<file path="config.mk">
export PLATFORM = sky130hd
export DESIGN_NAME = frame_sequencer_flat
export DESIGN_NICKNAME = d
export VERILOG_FILES = /design/src/rtl/frame_sequencer_if.sv /design/src/rtl/frame_sequencer.sv /design/src/flat_wrapper.sv
export SDC_FILE = /design/constraint.sdc
export NUM_CORES = 1
export LEC_CHECK = 0
export CAP_MARGIN = 30
export CELL_PAD_IN_SITES_DETAIL_PLACEMENT = 1
export CELL_PAD_IN_SITES_GLOBAL_PLACEMENT = 1
export CORE_ASPECT_RATIO = 1.25
export CORE_MARGIN = 1
export CORE_UTILIZATION = 32
export DETAILED_ROUTE_END_ITERATION = 10
export GPL_ROUTABILITY_DRIVEN = 0
export HOLD_SLACK_MARGIN = 0.02
export PLACE_DENSITY = 0.7
export SYNTH_ARGS = -nofsm -noshare
export SYNTH_HDL_FRONTEND = slang
export SYNTH_SLANG_ARGS = --single-unit
</file>
<file path="constraint.sdc">
create_clock -name clk -period 2.8 [get_ports clk]
set_input_delay 0.7 -clock clk [delete_from_list [all_inputs] [get_ports clk]]
set_output_delay 0.7 -clock clk [all_outputs]
set_load 0.01 [all_outputs]
</file>
<file path="src/rtl/frame_sequencer_if.sv">
// Signal bundle between the frame sequencer and the MCU link, filter, peak finder and DAC.
// The sequencer takes the master side; the surrounding datapath takes the slave side.
interface frame_sequencer_if #(
    parameter int SAMPLE_W = 10
);
    logic                sck;
    logic                sdo;
    logic [SAMPLE_W-1:0] sample;
    logic                sample_valid;
    logic                filt_start;
    logic                filt_done;
    logic [SAMPLE_W-1:0] filt_data;
    logic                peak_en;
    logic                dac_data;
    logic                dac_clk;
    logic                dac_load;
    logic                ldac;
    logic                busy;
    logic                overrun;
    logic                filt_err;
    logic                frame_err;
    logic [15:0]         frame_count;

    modport master (
        input  sck, sdo, filt_done, filt_data,
        output sample, sample_valid, filt_start, peak_en,
        output dac_data, dac_clk, dac_load, ldac,
        output busy, overrun, filt_err, frame_err, frame_count
    );

    modport slave (
        output sck, sdo, filt_done, filt_data,
        input  sample, sample_valid, filt_start, peak_en,
        input  dac_data, dac_clk, dac_load, ldac,
        input  busy, overrun, filt_err, frame_err, frame_count
    );
endinterface

</file>
<file path="src/rtl/frame_sequencer.sv">
// Central per-sample scheduler: SPI frame capture, filter handshake and DAC serializer.
// One state machine replaces the per-module sck bit counters.
module frame_sequencer #(
    parameter int         FRAME_BITS   = 16,
    parameter int         SAMPLE_W     = 10,
    parameter int         DAC_DIV      = 4,
    parameter int         IDLE_TIMEOUT = 4096,
    parameter int         FILT_TIMEOUT = 64,
    parameter logic [1:0] DAC_ADDR     = 2'b00,
    parameter logic       DAC_RNG      = 1'b0
) (
    input  logic              clk,
    input  logic              reset,
    frame_sequencer_if.master bus
);
    localparam int BCW = $clog2(FRAME_BITS + 1);
    localparam int ICW = $clog2(IDLE_TIMEOUT + 1);
    localparam int FCW = $clog2(FILT_TIMEOUT + 1);
    localparam int DCW = $clog2(2 * DAC_DIV + 1);

    localparam logic [BCW-1:0] BC_LAST = BCW'(FRAME_BITS - 1);
    localparam logic [ICW-1:0] IC_LAST = ICW'(IDLE_TIMEOUT - 1);
    localparam logic [FCW-1:0] FC_LAST = FCW'(FILT_TIMEOUT - 1);
    localparam logic [DCW-1:0] DC_LAST = DCW'(2 * DAC_DIV - 1);
    localparam logic [DCW-1:0] DC_HALF = DCW'(DAC_DIV);
    localparam logic [3:0]     DB_LAST = 4'd10;

    typedef enum logic [1:0] {
        IDLE,
        FILTER,
        DAC_SHIFT,
        DAC_LOAD
    } state_e;

    logic sck_s1_q, sck_s2_q, sck_s3_q;
    logic sdo_s1_q, sdo_s2_q;
    logic sck_rise;

    logic [FRAME_BITS-1:0] shreg_q, shreg_d;
    logic [BCW-1:0]        bit_cnt_q, bit_cnt_d;
    logic [ICW-1:0]        idle_cnt_q, idle_cnt_d;
    logic [SAMPLE_W-1:0]   sample_q, sample_d;
    logic                  svalid_q, svalid_d;
    logic [15:0]           fcount_q, fcount_d;
    logic                  frame_err_q, frame_err_d;

    state_e         state_q, state_d;
    logic [FCW-1:0] fcnt_q, fcnt_d;
    logic [DCW-1:0] dcnt_q, dcnt_d;
    logic [3:0]     dbit_q, dbit_d;
    logic [10:0]    dw_q, dw_d;
    logic           dac_data_q, dac_data_d;
    logic           peak_q, peak_d;
    logic           overrun_q, overrun_d;
    logic           filt_err_q, filt_err_d;

    logic [10:0] dac_word;
    logic        filt_start;
    logic        dac_clk;
    logic        dac_load;
    logic        busy;
    logic        unused_bits;

    assign sck_rise    = sck_s2_q & ~sck_s3_q;
    assign dac_word    = {DAC_ADDR, DAC_RNG, bus.filt_data[SAMPLE_W-1:SAMPLE_W-8]};
    assign unused_bits = ^{bus.filt_data[SAMPLE_W-9:0], shreg_q[FRAME_BITS-1]};

    // Frame assembly and partial-frame watchdog
    always_comb begin
        shreg_d     = shreg_q;
        bit_cnt_d   = bit_cnt_q;
        idle_cnt_d  = idle_cnt_q;
        sample_d    = sample_q;
        svalid_d    = 1'b0;
        fcount_d    = fcount_q;
        frame_err_d = frame_err_q;
        if (sck_rise) begin
            shreg_d    = {shreg_q[FRAME_BITS-2:0], sdo_s2_q};
            idle_cnt_d = '0;
            if (bit_cnt_q == BC_LAST) begin
                bit_cnt_d = '0;
                sample_d  = shreg_d[SAMPLE_W-1:0];
                svalid_d  = 1'b1;
                fcount_d  = fcount_q + 16'd1;
            end else begin
                bit_cnt_d = bit_cnt_q + 1'b1;
            end
        end else if (bit_cnt_q != '0) begin
            if (idle_cnt_q == IC_LAST) begin
                bit_cnt_d   = '0;
                idle_cnt_d  = '0;
                frame_err_d = 1'b1;
            end else begin
                idle_cnt_d = idle_cnt_q + 1'b1;
            end
        end
    end

    always_ff @(posedge clk) begin
        if (reset) begin
            sck_s1_q    <= 1'b0;
            sck_s2_q    <= 1'b0;
            sck_s3_q    <= 1'b0;
            sdo_s1_q    <= 1'b0;
            sdo_s2_q    <= 1'b0;
            shreg_q     <= '0;
            bit_cnt_q   <= '0;
            idle_cnt_q  <= '0;
            sample_q    <= '0;
            svalid_q    <= 1'b0;
            fcount_q    <= '0;
            frame_err_q <= 1'b0;
        end else begin
            sck_s1_q    <= bus.sck;
            sck_s2_q    <= sck_s1_q;
            sck_s3_q    <= sck_s2_q;
            sdo_s1_q    <= bus.sdo;
            sdo_s2_q    <= sdo_s1_q;
            shreg_q     <= shreg_d;
            bit_cnt_q   <= bit_cnt_d;
            idle_cnt_q  <= idle_cnt_d;
            sample_q    <= sample_d;
            svalid_q    <= svalid_d;
            fcount_q    <= fcount_d;
            frame_err_q <= frame_err_d;
        end
    end

    always_ff @(posedge clk) begin
        if (reset) begin
            state_q    <= IDLE;
            fcnt_q     <= '0;
            dcnt_q     <= '0;
            dbit_q     <= '0;
            dw_q       <= '0;
            dac_data_q <= 1'b0;
            peak_q     <= 1'b0;
            overrun_q  <= 1'b0;
            filt_err_q <= 1'b0;
        end else begin
            state_q    <= state_d;
            fcnt_q     <= fcnt_d;
            dcnt_q     <= dcnt_d;
            dbit_q     <= dbit_d;
            dw_q       <= dw_d;
            dac_data_q <= dac_data_d;
            peak_q     <= peak_d;
            overrun_q  <= overrun_d;
            filt_err_q <= filt_err_d;
        end
    end

    always_comb begin
        state_d    = state_q;
        fcnt_d     = fcnt_q;
        dcnt_d     = dcnt_q;
        dbit_d     = dbit_q;
        dw_d       = dw_q;
        dac_data_d = dac_data_q;
        peak_d     = 1'b0;
        overrun_d  = overrun_q;
        filt_err_d = filt_err_q;
        if (svalid_q && state_q != IDLE) begin
            overrun_d = 1'b1;
        end
        unique case (state_q)
            IDLE: begin
                if (svalid_q) begin
                    state_d = FILTER;
                    fcnt_d  = '0;
                end
            end
            FILTER: begin
                if (bus.filt_done) begin
                    state_d    = DAC_SHIFT;
                    dac_data_d = dac_word[10];
                    dw_d       = {dac_word[9:0], 1'b0};
                    peak_d     = 1'b1;
                    dcnt_d     = '0;
                    dbit_d     = '0;
                end else if (fcnt_q == FC_LAST) begin
                    state_d    = IDLE;
                    filt_err_d = 1'b1;
                end else begin
                    fcnt_d = fcnt_q + 1'b1;
                end
            end
            DAC_SHIFT: begin
                if (dcnt_q == DC_LAST) begin
                    dcnt_d = '0;
                    if (dbit_q == DB_LAST) begin
                        state_d = DAC_LOAD;
                    end else begin
                        dbit_d     = dbit_q + 1'b1;
                        dac_data_d = dw_q[10];
                        dw_d       = {dw_q[9:0], 1'b0};
                    end
                end else begin
                    dcnt_d = dcnt_q + 1'b1;
                end
            end
            DAC_LOAD: begin
                if (dcnt_q == DC_LAST) begin
                    dcnt_d  = '0;
                    state_d = IDLE;
                end else begin
                    dcnt_d = dcnt_q + 1'b1;
                end
            end
            default: state_d = IDLE;
        endcase
    end

    // Each DAC bit: low half then high half of dac_clk
    always_comb begin
        filt_start = (state_q == IDLE) && svalid_q;
        dac_clk    = (state_q == DAC_SHIFT) && (dcnt_q >= DC_HALF);
        dac_load   = (state_q != DAC_LOAD);
        busy       = (state_q != IDLE);
    end

    assign bus.sample       = sample_q;
    assign bus.sample_valid = svalid_q;
    assign bus.filt_start   = filt_start;
    assign bus.peak_en      = peak_q;
    assign bus.dac_data     = dac_data_q;
    assign bus.dac_clk      = dac_clk;
    assign bus.dac_load     = dac_load;
    assign bus.ldac         = 1'b0;
    assign bus.busy         = busy;
    assign bus.overrun      = overrun_q;
    assign bus.filt_err     = filt_err_q;
    assign bus.frame_err    = frame_err_q;
    assign bus.frame_count  = fcount_q;
endmodule

</file>
<file path="src/flat_wrapper.sv">
// flat-port wrapper written by rule: the top's interface ports become plain ports
module frame_sequencer_flat 
#(
    parameter int         FRAME_BITS   = 16,
    parameter int         SAMPLE_W     = 10,
    parameter int         DAC_DIV      = 4,
    parameter int         IDLE_TIMEOUT = 4096,
    parameter int         FILT_TIMEOUT = 64,
    parameter logic [1:0] DAC_ADDR     = 2'b00,
    parameter logic       DAC_RNG      = 1'b0
)
  (clk, reset, bus_sck, bus_sdo, bus_filt_done, bus_filt_data, bus_sample, bus_sample_valid, bus_filt_start, bus_peak_en, bus_dac_data, bus_dac_clk, bus_dac_load, bus_ldac, bus_busy, bus_overrun, bus_filt_err, bus_frame_err, bus_frame_count);
  frame_sequencer_if #(.SAMPLE_W(SAMPLE_W)) bus_i ();
  input  logic clk;
  input  logic reset;
  input wire logic [$bits(bus_i.sck)-1:0] bus_sck;
  input wire logic [$bits(bus_i.sdo)-1:0] bus_sdo;
  input wire logic [$bits(bus_i.filt_done)-1:0] bus_filt_done;
  input wire logic [$bits(bus_i.filt_data)-1:0] bus_filt_data;
  output wire logic [$bits(bus_i.sample)-1:0] bus_sample;
  output wire logic [$bits(bus_i.sample_valid)-1:0] bus_sample_valid;
  output wire logic [$bits(bus_i.filt_start)-1:0] bus_filt_start;
  output wire logic [$bits(bus_i.peak_en)-1:0] bus_peak_en;
  output wire logic [$bits(bus_i.dac_data)-1:0] bus_dac_data;
  output wire logic [$bits(bus_i.dac_clk)-1:0] bus_dac_clk;
  output wire logic [$bits(bus_i.dac_load)-1:0] bus_dac_load;
  output wire logic [$bits(bus_i.ldac)-1:0] bus_ldac;
  output wire logic [$bits(bus_i.busy)-1:0] bus_busy;
  output wire logic [$bits(bus_i.overrun)-1:0] bus_overrun;
  output wire logic [$bits(bus_i.filt_err)-1:0] bus_filt_err;
  output wire logic [$bits(bus_i.frame_err)-1:0] bus_frame_err;
  output wire logic [$bits(bus_i.frame_count)-1:0] bus_frame_count;
  assign bus_i.sck = bus_sck;
  assign bus_i.sdo = bus_sdo;
  assign bus_i.filt_done = bus_filt_done;
  assign bus_i.filt_data = bus_filt_data;
  assign bus_sample = bus_i.sample;
  assign bus_sample_valid = bus_i.sample_valid;
  assign bus_filt_start = bus_i.filt_start;
  assign bus_peak_en = bus_i.peak_en;
  assign bus_dac_data = bus_i.dac_data;
  assign bus_dac_clk = bus_i.dac_clk;
  assign bus_dac_load = bus_i.dac_load;
  assign bus_ldac = bus_i.ldac;
  assign bus_busy = bus_i.busy;
  assign bus_overrun = bus_i.overrun;
  assign bus_filt_err = bus_i.filt_err;
  assign bus_frame_err = bus_i.frame_err;
  assign bus_frame_count = bus_i.frame_count;
  frame_sequencer #(.FRAME_BITS(FRAME_BITS), .SAMPLE_W(SAMPLE_W), .DAC_DIV(DAC_DIV), .IDLE_TIMEOUT(IDLE_TIMEOUT), .FILT_TIMEOUT(FILT_TIMEOUT), .DAC_ADDR(DAC_ADDR), .DAC_RNG(DAC_RNG)) u_core (.clk(clk), .reset(reset), .bus(bus_i));
endmodule
</file>
# After elaboration in Yosys (flattened, before gate mapping)
# Cells that the tools add are included.
[totals] word_cells=106 out_inout_bits=37 regBits=92 inputBits=15
[op_classes] reduce_logical=23 bitwise=5 eq_ne=18 mux=32 add_sub_neg=6 n_lt_le_gt_ge=1
[ops] operator="two-way mux 11 bit" n=3
[ops] operator="one-hot mux 11 bit (2 select lines)" n=1
[ops] operator="two-way mux 7 bit" n=3
[ops] operator="two-way mux 5 bit" n=4
[ops] operator="adder 16 x 1 -> 16 bit, second input constant" n=1
[ops] operator="two-way mux 4 bit" n=4
[ops] operator="one-hot mux 4 bit (2 select lines)" n=2
[ops] operator="one-hot mux 7 bit (2 select lines)" n=1
[ops] operator="adder 13 x 1 -> 13 bit, second input constant" n=1
[ops] operator="== test 13 x 12 -> 1 bit, second input constant" n=1
[ops] operator="two-way mux 13 bit" n=1
[ops] operator="two-way mux 2 bit" n=6
[ops] operator="nonzero test 2 bit" n=6
[ops] operator="inequality test 2 bit, second input constant" n=5
[ops] operator="adder 4 x 1 -> 4 bit, second input constant" n=2
[ops] operator="inequality test 2 x 1 -> 1 bit, second input constant" n=4
[ops] operator="one-hot mux 2 bit (4 select lines)" n=1
[ops] operator="AND reduction 4 bit" n=2
[ops] operator="OR reduction 2 bit" n=4
[ops] operator="adder 7 x 1 -> 7 bit, second input constant" n=1
[ops] operator="== test 7 x 6 -> 1 bit, second input constant" n=1
[ops] operator="AND reduction 2 bit" n=3
[ops] operator="AND reduction 3 bit" n=2
[ops] operator="adder 5 x 1 -> 5 bit, second input constant" n=1
[ops] operator="15 further kinds" n=25

# Logic depth before layout (Yosys ltp)
[logic_depth] depth_word=4 mapped_depth=7 ltp_nobuf=6

# Least setup slack after synthesis
# No wires, ideal clock.
[synth_timing] path_kind="reg-to-reg" start="register u_core.bit_cnt_q[0]" end="register u_core.fcount_q[15] (netlist: u_core.bus.frame_count[15])" setup_ns=0.071 synth_period_minus_slack_ns=2.034 setup_slack_ns=0.766 n_path_buf=1 arrival_ns=1.964 path_stages_with_launch=7 path_cell_list="dfxtp_1 > ha_1 > nand4b_4 > or4_1 > buf_2 > or4_1 > a21oi_1"
[synth_between] elab_chain_len=2
[synth_rtl] element="from (decl)" line="frame_sequencer.sv:40" source="logic [BCW-1:0] bit_cnt_q, bit_cnt_d;"
[synth_rtl] element="from (signal assigned)" line="frame_sequencer.sv:120" source="bit_cnt_q <= bit_cnt_d;"
[synth_rtl] element="== test 5 x 4 -> 1 bit" line="frame_sequencer.sv:80" source="if (bit_cnt_q == BC_LAST) begin"
[synth_rtl] element="AND reduction 2 bit (no source line)"
[synth_rtl] element="to (signal assigned)" line="frame_sequencer.sv:124" source="fcount_q <= fcount_d;"
[synth_rtl] element="to (decl)" line="frame_sequencer.sv:44" source="logic [15:0] fcount_q, fcount_d;"
# No other way between the ends.
# A chain may end at the register's enable or synchronous reset.

==> impl_metrics.prom <==
# TYPE chip_impl_metric gauge
chip_impl_metric{name="drt_wl_total",unit="um"} 10120
chip_impl_metric{name="synth_async_reset_ratio",unit="%"} 0
chip_impl_metric{name="ys_seq_area_share",unit="%"} 45.60
chip_impl_metric{name="globalRouteOverflowTotal",unit=""} 0
chip_impl_metric{name="detail-route-antenna-nets",unit=""} 0
chip_impl_metric{name="number_of_failing_setup_endpoints_in_the_final_timing_report",unit=""} 0
chip_impl_metric{name="synthesis.instances",unit=""} 480
chip_impl_metric{name="synth_enable_flop_cells",unit=""} 0
chip_impl_metric{name="pin_count",unit=""} 52
chip_impl_metric{name="cellLeakagePower",unit="nW"} 1.675
chip_impl_metric{name="antenna_found_initial",unit=""} 0
chip_impl_metric{name="filler_cells",unit=""} 1490
chip_impl_metric{name="multiInputGateArea",unit="mm2"} 0.002024
chip_impl_metric{name="post_synth.cell_area_avg",unit="um2"} 8.323
chip_impl_metric{name="route.vias.total",unit=""} 3534
chip_impl_metric{name="drt_pass_1_iters",unit=""} 4
chip_impl_metric{name="drcViolationCount",unit=""} 0
chip_impl_info{name="timing.critical_path.to_type",value="output port"} 1
chip_impl_metric{name="cts_setup_buffers",unit=""} 0
chip_impl_metric{name="std_cell_rows",unit=""} 45
chip_impl_metric{name="port_buffers",unit=""} 48
chip_impl_metric{name="max-cap-violations",unit=""} 0
chip_impl_metric{name="worstSkewPairLatency",unit="ps"} 340
chip_impl_metric{name="grt_use_total",unit="%"} 16.70
chip_impl_metric{name="final_nets",unit=""} 548
chip_impl_metric{name="clock_tree.buffer_depth",unit=""} 2
chip_impl_info{name="main_flop_type_after_synthesis",value="dfxtp_1"} 1
chip_impl_metric{name="detail_route.wl_per_cell",unit="um"} 14.58
chip_impl_metric{name="mappedNetlistNets",unit=""} 503
chip_impl_metric{name="number_of_global_route_vias_before_repair",unit=""} 3679
chip_impl_metric{name="portion_of_the_clock_cycle_consumed_by_the_worst_path_in_the_final_layout",unit="%"} 88.42
chip_impl_metric{name="area_delta_synth_final",unit="%"} 23.93
chip_impl_metric{name="routed_via_density",unit=""} 5.092
chip_impl_metric{name="die_w",unit="um"} 101.9
chip_impl_metric{name="vdd_drop_max",unit="mV"} 0.2785
chip_impl_metric{name="synth_area",unit="mm2"} 0.003995
chip_impl_metric{name="timing.max_slew.rel_slack",unit="%"} 55.58
chip_impl_metric{name="max_freq",unit="MHz"} 403.9
chip_impl_metric{name="crit_fanout",unit=""} 12
chip_impl_metric{name="cts_h_tree_depth",unit=""} 3
chip_impl_metric{name="area_of_all_placed_cells_without_fillers",unit="mm2"} 0.004951
chip_impl_metric{name="utilization",unit="%"} 40.71
chip_impl_metric{name="cts_num_sinks",unit=""} 91
chip_impl_metric{name="cts_hold_buffers",unit=""} 0
chip_impl_metric{name="period_needed",unit="ps"} 2476
chip_impl_info{name="status",value="finished clean"} 1
chip_impl_info{name="min-delay-path-class",value="register to register"} 1
chip_impl_metric{name="post_detail_place_hpwl",unit="um"} 7019
chip_impl_metric{name="hold_violations",unit=""} 0
chip_impl_metric{name="effective_utilization_at_floorplan",unit="%"} 32.85
chip_impl_metric{name="tns",unit="ps"} 0
chip_impl_info{name="critPathKind",value="register to output port"} 1
chip_impl_metric{name="antennaDiodeCount",unit=""} 0
chip_impl_metric{name="yosysUniqueCellTypes",unit=""} 53
chip_impl_metric{name="clock_transition_time_at_the_flip_flop_clock_pins_of_the_worst_setup_and_hold_paths",unit="ps"} 70
chip_impl_metric{name="yosysWarnings",unit=""} 0
chip_impl_metric{name="worst_ep_arrival_time",unit="ps"} 1780
chip_impl_metric{name="design.die.area",unit="mm2"} 0.01294
chip_impl_metric{name="cts-resized-gates",unit=""} 0
chip_impl_metric{name="power.density_cell_area",unit="mW/mm2"} 513.0
chip_impl_metric{name="post_synthesis_sequential_element_count",unit=""} 91
chip_impl_metric{name="finalHoldWorstSlack",unit="ps"} 449.6
chip_impl_info{name="timing.critical_path.from_type",value="register"} 1
chip_impl_metric{name="layout-drive-gt1-share",unit="%"} 7.547
chip_impl_metric{name="dpl_cell_area",unit="mm2"} 0.004662
chip_impl_metric{name="grt_pass1_wl",unit="um"} 17110
chip_impl_metric{name="worst_slew_pin_slew",unit="ps"} 660.2
chip_impl_metric{name="fp.coreArea",unit="mm2"} 0.01216
chip_impl_metric{name="detail_route.iter0.violations",unit=""} 70
chip_impl_info{name="clockRootBuffer",value="clkbuf_16"} 1
chip_impl_metric{name="clock_skew",unit="ps"} 6.022
chip_impl_metric{name="maximum_number_of_pins_on_one_net_before_global_route_repair",unit=""} 41
chip_impl_metric{name="final-seq-area",unit="mm2"} 0.001822
chip_impl_info{name="setup_repair_after_global_routing_missed_its_margin",value="false"} 1
chip_impl_metric{name="cts_made_buffers",unit=""} 9
chip_impl_metric{name="crit_required",unit="ps"} 2100
chip_impl_metric{name="dieHeight",unit="um"} 126.9
chip_impl_metric{name="timing.final.max_slew_violations",unit=""} 0
chip_impl_info{name="clock_tree_from_tritoncts",value="done"} 1
registers in the layout (all words and copies together), names as in the netlist, 4 cells and up, named ones only:
signal                  flops
u_core.fcnt_q               7
u_core.bus.sample          10
u_core.dw_q                10
u_core.dcnt_q               4
u_core.bit_cnt_q            5
u_core.idle_cnt_q          13
u_core.dbit_q               4
u_core.shreg_q              9
u_core.bus.frame_count     16
routing by layer:
layer | share of wire [%] | GRT usage (%) | wire length (um) | up-vias
met3 | 2.3 | 3.636 | 231 | 8
met2 | 53 | 30.60 | 5405 | 28
met4 | 1.2 | 5.462 | 125 | 0
met5 | 0 | 0 | 0 | -
met1 | 43 | 18.82 | 4359 | 1730
li1 | - | - | - | 1768
Yosys cell counts (2+ instances only):
| cell | instances | area, um2 |
|---|---|---|
| nand3b_1 | 6 | 45.04 |
| a311oi_1 | 7 | 61.31 |
| ha_1 | 8 | 100.1 |
| nor4_1 | 7 | 43.79 |
| clkbuf_1 | 20 | 75.07 |
| a21oi_1 | 50 | 250.2 |
| and3_1 | 2 | 12.51 |
| buf_1 | 3 | 11.26 |
| or3_2 | 2 | 15.01 |
| a211oi_1 | 4 | 30.03 |
| nor3_1 | 11 | 55.05 |
| or3_1 | 10 | 62.56 |
| dfxtp_1 | 91 | 1822 |
| nand4_1 | 12 | 75.07 |
| nor2_1 | 44 | 165.2 |
| nand3_1 | 15 | 75.07 |
| o21ai_0 | 18 | 90.09 |
| nor2b_1 | 7 | 43.79 |
| buf_2 | 2 | 10.01 |
| o31ai_1 | 3 | 22.52 |
| a31oi_1 | 2 | 12.51 |
| mux2_2 | 2 | 22.52 |
| o211ai_1 | 2 | 15.01 |
| nand2b_1 | 6 | 37.54 |
| inv_1 | 10 | 37.54 |
| nand2_1 | 78 | 292.8 |
| xor2_1 | 4 | 35.03 |
| nor3b_1 | 4 | 30.03 |
| xnor2_1 | 16 | 140.1 |
| buf_4 | 2 | 15.01 |
| or4_1 | 4 | 30.03 |
| a21o_1 | 3 | 22.52 |
| and3b_1 | 2 | 17.52 |
| mux2i_1 | 4 | 40.04 |
kinds of logic after synthesis:
| group | synth area share (%) |
|---|---|
| and+or+nand+nor | 27.78 |
| other | 0.09387 |
| DFF | 45.60 |
| buffers and inverters | 3.727 |
| adders and majority gates | 2.506 |
| xor gates and xnor gates | 4.384 |
| AOI/OAI and AO/OA | 14.34 |
| muxes | 1.566 |
layout make-up:
| type | instances | share of cell area, % |
|---|---|---|
| clock buffer | 9 | 4.549 |
| clock inverter | 7 | 1.289 |
| inverter | 10 | 0.7581 |
| multi-input combinational | 352 | 40.89 |
| sequential | 91 | 36.80 |
| tap | 164 | 4.145 |
| timing repair buffer | 61 | 11.57 |
layout by cell type (no fill, tap or decap), types with 3 or more instances in the layout:
master / Yosys / routed
dfxtp_1: 91 / 91
nand2_1: 78 / 78
a21oi_1: 50 / 50
clkdlybuf4s50_1: 0 / 47
nor2_1: 44 / 44
o21ai_0: 18 / 18
xnor2_1: 16 / 16
nand3_1: 15 / 15
buf_4: 2 / 13
nand4_1: 12 / 12
nor3_1: 11 / 11
inv_1: 10 / 10
or3_1: 10 / 10
clkbuf_16: 0 / 9
ha_1: 8 / 8
nor2b_1: 7 / 7
nor4_1: 7 / 7
a311oi_1: 7 / 7
nand2b_1: 6 / 6
nand3b_1: 6 / 6
nor3b_1: 4 / 4
or4_1: 4 / 4
xor2_1: 4 / 4
a211oi_1: 4 / 4
mux2i_1: 4 / 4
a21o_1: 3 / 3
o31ai_1: 3 / 3
clkinv_4: 0 / 3
path summary, 6_finish.rpt:
path,from,endpoint,slack [ps],cells after the start
hold reg to reg,u_core.sdo_s1_q$_SDFF_PP0_,u_core.sdo_s2_q$_SDFF_PP0_,450,1
setup reg to reg,u_core.bit_cnt_q[1]$_SDFFE_PP0P_,u_core.bus.frame_count[15]$_SDFFE_PP0P_,480,5
setup / recovery,register,bus_dac_clk,320,3
hold / removal,u_core.sdo_s1_q$_SDFF_PP0_,u_core.sdo_s2_q$_SDFF_PP0_,450,1
per-stage QoR:
stage / worst slack [ps] / std cells / power (mW)
finish: 324.3 / 694 / 2.540
global route: 165.8 / 694 / 2.645
CTS: 301.1 / 694 / 2.585
detailed placement: 278.3 / 678 / 1.410
global placement: 362.1 / 678 / 1.407
floorplan: 765.9 / 480 / 1.377
worst max-delay path: stages (launching register included):
cell             delay [ps]
dfxtp_1                 610
nand2b_1                150
nor2_1                  120
clkdlybuf4s50_1         550
report_power, final:
| group | total (mW) | switching (mW) | leakage [nW] | internal, mW |
|---|---|---|---|---|
| logic | 0.0775 | 0.0467 | 0.803 | 0.0308 |
| clock network | 1.16 | 0.545 | 0.139 | 0.615 |
| registers | 1.30 | 0.00340 | 0.734 | 1.30 |
| total | 2.54 | 0.595 | 1.68 | 1.94 |
(Power assumes the default switching activity.)
